==> src/rtl/pc_sequencer.sv <==
// Program counter sequencer with sequential advance, branch/call redirect and a
// circular return-address stack with sticky overflow/underflow flags.
module pc_sequencer #(
    parameter int                ADDR_W    = 32,
    parameter int                STEP      = 4,
    parameter logic [ADDR_W-1:0] RESET_VEC = '0,
    parameter int                RAS_DEPTH = 4
) (
    input  logic              CLK,
    input  logic              RESET,
    input  logic              STALL,
    input  logic              BRANCH_EN,
    input  logic [ADDR_W-1:0] BRANCH_TARGET,
    input  logic              CALL,
    input  logic              RET,
    output logic [ADDR_W-1:0] PC,
    output logic [4:0]        RAS_COUNT,
    output logic              RAS_OVF,
    output logic              RAS_UNF
);

    // Storage is rounded up to a power of two so the pointer indexes it exactly.
    localparam int PTR_W     = (RAS_DEPTH > 1) ? $clog2(RAS_DEPTH) : 1;
    localparam int RAS_SLOTS = 2 ** PTR_W;

    logic [ADDR_W-1:0] ras_mem [RAS_SLOTS];
    logic [PTR_W-1:0]  wr_ptr;
    logic [PTR_W-1:0]  ptr_inc;
    logic [PTR_W-1:0]  ptr_dec;
    logic [ADDR_W-1:0] pc_seq;
    logic              ras_full;
    logic              ras_empty;
    logic              do_ret;
    logic              do_call;

    assign pc_seq    = PC + ADDR_W'(STEP);
    assign ras_full  = (RAS_COUNT == 5'(RAS_DEPTH));
    assign ras_empty = (RAS_COUNT == 5'd0);
    assign do_ret    = !RESET && !STALL && RET;
    assign do_call   = !RESET && !STALL && !RET && CALL;

    // wr_ptr names the next slot to fill; when full it also names the oldest entry,
    // so a push on a full stack overwrites the oldest entry without extra logic.
    assign ptr_inc = (wr_ptr == PTR_W'(RAS_DEPTH - 1)) ? '0 : wr_ptr + 1'b1;
    assign ptr_dec = (wr_ptr == '0) ? PTR_W'(RAS_DEPTH - 1) : wr_ptr - 1'b1;

    // NOTE: sequential state uses non-blocking assignments so every register
    // samples the pre-edge values, independent of statement order.
    always_ff @(posedge CLK) begin
        if (RESET) begin
            PC        <= RESET_VEC;
            RAS_COUNT <= 5'd0;
            RAS_OVF   <= 1'b0;
            RAS_UNF   <= 1'b0;
            wr_ptr    <= '0;
        end else if (!STALL) begin
            if (RET) begin
                if (!ras_empty) begin
                    PC        <= ras_mem[ptr_dec];
                    wr_ptr    <= ptr_dec;
                    RAS_COUNT <= RAS_COUNT - 5'd1;
                end else begin
                    PC      <= pc_seq;
                    RAS_UNF <= 1'b1;
                end
            end else if (CALL) begin
                PC     <= BRANCH_TARGET;
                wr_ptr <= ptr_inc;
                if (ras_full) begin
                    RAS_OVF <= 1'b1;
                end else begin
                    RAS_COUNT <= RAS_COUNT + 5'd1;
                end
            end else if (BRANCH_EN) begin
                PC <= BRANCH_TARGET;
            end else begin
                PC <= pc_seq;
            end
        end
    end

    // NOTE: the stack storage is deliberately not reset; RAS_COUNT alone decides
    // which entries are valid, so clearing the array would only cost logic.
    always_ff @(posedge CLK) begin
        if (do_call) begin
            ras_mem[wr_ptr] <= pc_seq;
        end
    end

    logic unused_ret_flag;
    assign unused_ret_flag = do_ret;

endmodule

==> config.mk <==
export PLATFORM = sky130hd
export DESIGN_NAME = pc_sequencer
export DESIGN_NICKNAME = d
export VERILOG_FILES = /design/src/rtl/pc_sequencer.sv
export SDC_FILE = /design/constraint.sdc
export NUM_CORES = 1
export LEC_CHECK = 0
export CAP_MARGIN = 20
export CORE_UTILIZATION = 46
export CTS_CLUSTER_SIZE = 28
export DETAILED_ROUTE_END_ITERATION = 6
export MAX_ROUTING_LAYER = met4
export PLACE_DENSITY_LB_ADDON = 0.05
export SYNTH_ARGS = -nofsm -noshare
export SYNTH_HDL_FRONTEND = slang
export SYNTH_SLANG_ARGS = --single-unit
export TNS_END_PERCENT = 5
==> constraint.sdc <==
create_clock -name CLK -period 2.6 [get_ports CLK]
set_input_delay 0.52 -clock CLK [delete_from_list [all_inputs] [get_ports CLK]]
set_output_delay 0.52 -clock CLK [all_outputs]
set_load 0.02 [all_outputs]
## After elaboration in Yosys (flattened, before gate mapping)

Memories as Yosys holds them, arrays and structs flattened.
Index checks and enable logic that the tools add are counted.

| storage, ports and cells | value |
|---|---|
| input port bits | 38 |
| RAM bits | 128 |
| logic and storage cells | 45 |
| flip-flop bits (word level) | 41 |
| memories | 1 |
| output and inout port bits | 39 |

Memory list:

| name | words | bits a word | rd ports | clocked after memory_dff | write ports | line | text |
|---|---|---|---|---|---|---|---|
| ras_mem | 4 | 32 | 1 | 0 | 1 | 26 | `logic [ADDR_W-1:0] ras_mem [RAS_SLOTS];` |

| operators by class | value |
|---|---|
| add/sub/neg operators | 5 |
| bitwise gates (word level) | 2 |
| eq/ne operators | 4 |
| reduce and logical (&&, ||, !) cells | 13 |
| mux-type cells | 15 |

Operators with widths:

| kind | count |
|---|---|
| $mux W32 | 4 |
| $add A32 B3 Y32 const B | 1 |
| $mux W5 | 4 |
| $mux W2 | 5 |
| $reduce_and A4 Y1 | 2 |
| $reduce_and A3 Y1 | 2 |
| $add A5 B1 Y5 const B | 1 |
| $eq A5 B3 Y1 const B | 1 |
| $logic_not A5 Y1 | 1 |
| $sub A5 B1 Y5 const B | 1 |
| $ne A2 B2 Y1 const B | 2 |
| $logic_and A1 B1 Y1 | 3 |
| $logic_not A1 Y1 | 3 |
| $add A2 B1 Y2 const B | 1 |
| $eq A2 B2 Y1 const B | 1 |
| $logic_not A2 Y1 | 1 |
| $mux W1 | 2 |
| $not A1 Y1 | 2 |
| $reduce_bool A2 Y1 | 1 |
| $sub A2 B1 Y2 const B | 1 |

## Depth between registers and ports, before layout

| depth | value |
|---|---|
| word-level depth | 6 |
| mapped depth | 9 |
| gate-level depth less buffers | 7 |

## Least setup slack after synthesis

No wires, ideal clock.

| path | value |
|---|---|
| path kind | input to register |
| start | in STALL |
| end | mem ras_mem[3][0], enable pin |
| slack | -0.017 ns |
| arrival | 2.225 ns |
| buffers on the path | 2 |
| library setup time | 0.392 ns |
| required time | 2.208 ns |
| cell stages on the path | 4 |
| path through | buf_2 > buf_1 > nor4b_1 > and2_1 |

| between the ends | value |
|---|---|
| longest elaborated chain between the ends | 6 |

Ends and longest elaborated chain:

| item | line | text |
|---|---|---|
| start: declaration | 11 | `input logic STALL,` |
| $logic_not A1 Y1 | n/a |  |
| $logic_and A1 B1 Y1 (3 in a row) | 40 | `assign do_call = !RESET && !STALL && !RET && CALL;` |
| $mux W1 | 85 | `if (do_call) begin` |
| $mux W1 (not written as such) | 86 | `ras_mem[wr_ptr] <= pc_seq;` |
| end: declaration | 26 |  |

No other way between the ends.

## Worst setup path after layout

| path | value |
|---|---|
| start | reg PC[5] |
| end | mem ras_mem[2][23], data pin |

| between the ends | value |
|---|---|
| longest elaborated chain between the ends | 1 |

Ends and longest elaborated chain:

| item | line | text |
|---|---|---|
| start: declaration | 16 | `output logic [ADDR_W-1:0] PC,` |
| start signal: assignment | 59 | `PC <= ras_mem[ptr_dec];` |
| start signal: assignment | 63 | `PC <= pc_seq;` |
| start signal: assignment | 77 | `PC <= pc_seq;` |
| $add A32 B3 Y32 | 36 | `assign pc_seq = PC + ADDR_W'(STEP);` |
| via pc_seq[23] | 30 | `logic [ADDR_W-1:0] pc_seq;` |

The timed path passes the listed nets, and every way through them passes these cells.

==> impl_metrics.toml <==
[drt]
viasPerCell = 5.74
ant_nets = 0
route.met2.wl_mm = 8.29
drc = 0
wl_mm = 17.1
dr.first_iter.drc_count = 440
top_layer_used = "met4"
dr_wl_met3_microns = 598
dr.pass1.iters = 6
post_drt_wl_per_cell_microns = 21.1
met1_length_mm = 8.00
via_count = 4662

[floorplanning]
die_y_microns = 128
num_rows = 45
die-area_sq_um = 16400
core_area_sq_um = 15300
start_util_pct = 47.6
boundaryPins = 77
die_w_microns = 128

[clocking]
root_buffer = "clkbuf_16"
clk_pin_slew_worst_paths_ns = 0.06
clk_latency_ns = 0.42
cts_hold_buf = 0
numCtsBuffers = 17
cts_tree = "yes"
post_cts_buffers = 0
clk_path_buf_depth = 2
cts.sinks = 169
h-tree-depth = 4
cts_resized = 0

[placement]
dpl.hpwl_mm = 10.7
place.gp.congestion = 0.765
placement.io_buffers = 76
dpl_worst_slack_ns = 0.0893

[global_route]
grt_pass1_vias = 4754
grtUsageTotal_pct = 23.1
antenna_found_initial = 0
grt_first_pass_wirelength_mm = 26.7
grt_max_degree = 44
gr-total-overflow = 0

[pwr]
finalPower_mw = 6.80
powerDensity_nw_per_um2 = 744
leakagePower_nw = 3.07
ir_drop_mv = 0.448

[synthesis]
synth.most_common_cell = "edfxtp_1"
yosysUniqueCellTypes = 47
synth.avg_cell_area_sq_um = 15.0
yosysWarnings = 0
synth_nets = 534
synth_top_area_cell = "edfxtp_1"
synthTopCellsByCount = "edfxtp_1 (128), dfxtp_1 (41), mux4_2 (32)"
synth_edf_count = 128
synthCells = 487
ys.flop_type = "edfxtp_1"
seq_area_frac_synth_pct = 63.9
async_flop_share_pct = 0
synth.ff_latch_count = 169
synth_top_area_share_pct = 52.7
synth_area_sq_um = 7300
synth.area.top_cells = "edfxtp_1 (53%), dfxtp_1 (11%), mux4_2 (9.9%), xnor2_1 (3.0%), o2bb2ai_1 (2.4%)"

[timing]
fin_ws_ns = 0.411
rsz0062_at_grt = "false"
slew_headroom_pct = 59.8
clock.fmax_ghz = 0.457
fin_crit_sh_pct = 84.2
finalHoldViolCount = 0
fin_tns_setup_ns = 0
fin_worst_skew_ns = 0.00708
layout_min_cycle_time_ns = 2.19
tightest_slew_ns = 0.604
setup_viol = 0
finalMaxSlewViolations = 0

[min_path]
hold_start = "RAS_OVF"
hold_class = "register to register"

[worst_setup_path]
path_class = "register to register"
required_ns = 2.77
crit_arrival_ns = 2.36
critical-path-top-delay-family = "simple AND/OR/NAND/NOR gates"
crit_buf_inv = 1
crit_slowest_cell = "nor3_2"
r2r_start = "PC[5]"
worstPathMaxFanout = 6
max_stage_delay_ns = 0.47
cpMostUsedCell = "nand4_1"
end_kind = "register"
worstSetupStartpoint = "PC[5]"
start_kind = "register"
crit_chain = "nand4_1 > nor3_2 > buf_4 > nand4_1 > xnor2_1"

[outcome]
status = "finished, final reports clean"

[flow_run]
maxCapViolCount = 0

[finish]
finalNetCount = 635
areaGrowthSynthToFinish_pct = 25.3
final_util_pct = 59.7
diodes = 0
drive_gt1_share_pct = 18.8
==> metal layers <==
metal / global-route usage, % / up-vias
li1: - / 2143
met1: 30.7 / 2398
met2: 36.3 / 109
met3: 4.34 / 12
met4: 6.78 / 0
met5: - / -
==> kinds of logic (layout without fill, tap and decap cells) <==
family,Yosys count,in the layout,synth area share (%)
multiplexers,34,34,10.2
AO/OA/AOI/OAI,86,86,9.35
buffers and inverters,42,156,2.69
AND/OR/NAND/NOR,116,116,8.51
XOR/XNOR,31,31,3.72
flip-flops,169,169,63.9
adder cells (fa/ha/maj),9,9,1.65
==> worst min-delay path: stages (launching register included) <==
cell and delay [ns]:
dfxtp_1 0.31, inv_1 0.04, o21ai_0 0.07
==> where the power goes <==
group	internal [mW]	switching [mW]	total, mW	leakage [nW]
Combinational	0.555	0.579	1.13	1.27
Clock	1.51	1.01	2.52	0.274
Sequential	3.04	0.107	3.14	1.52
Total	5.10	1.70	6.80	3.07
==> sequential cells by signal (all words and copies together), names as in the netlist <==
signal and cells:
PC 32, RAS_UNF 1, wr_ptr 2, RAS_COUNT 5, RAS_OVF 1, ras_mem 128
==> cells in the final DEF, fill, tap and decap left out, types with 15 or more instances in the layout <==
| cell type | instances |
|---|---|
| nand2_1 | 27 |
| a221oi_1 | 19 |
| dfxtp_1 | 40 |
| xnor2_1 | 25 |
| and3_1 | 21 |
| nor2_1 | 21 |
| clkdlybuf4s50_1 | 74 |
| clkbuf_16 | 17 |
| o2bb2ai_1 | 20 |
| buf_4 | 29 |
| edfxtp_1 | 128 |
| mux4_2 | 32 |
| nand3_1 | 15 |
==> area by class of cell <==
type,count,area [sq um]
Clock buffer,20,437
Clock inverter,12,151
Fill cell,1213,6170
Inverter,11,41.3
Multi-Input combinational cell,276,2450
Sequential cell,169,4670
Tap cell,211,264
Timing Repair Buffer,113,1130
==> path summary, 6_finish.rpt <==
| check | to | depth (start not counted) | slack [ns] |
|---|---|---|---|
| setup / recovery | ras_mem[2][23] | 5 | 0.41 |
| hold / removal | RAS_OVF | 2 | 0.47 |
| setup reg to reg | ras_mem[2][23] | 5 | 0.41 |
| hold reg to reg | RAS_OVF | 2 | 0.47 |
==> per-stage QoR <==
stage / cell area (sq um) / cells / hold WS (ns)
after detailed placement: 8550 / 780 / 0.463
after global placement: 8550 / 780 / 0.461
final: 9140 / 812 / 0.472
after global routing: 9140 / 812 / 0.501
after CTS: 9140 / 812 / 0.466
after floorplan: 7300 / 487 / 0.483
(Power assumes the default switching activity.)
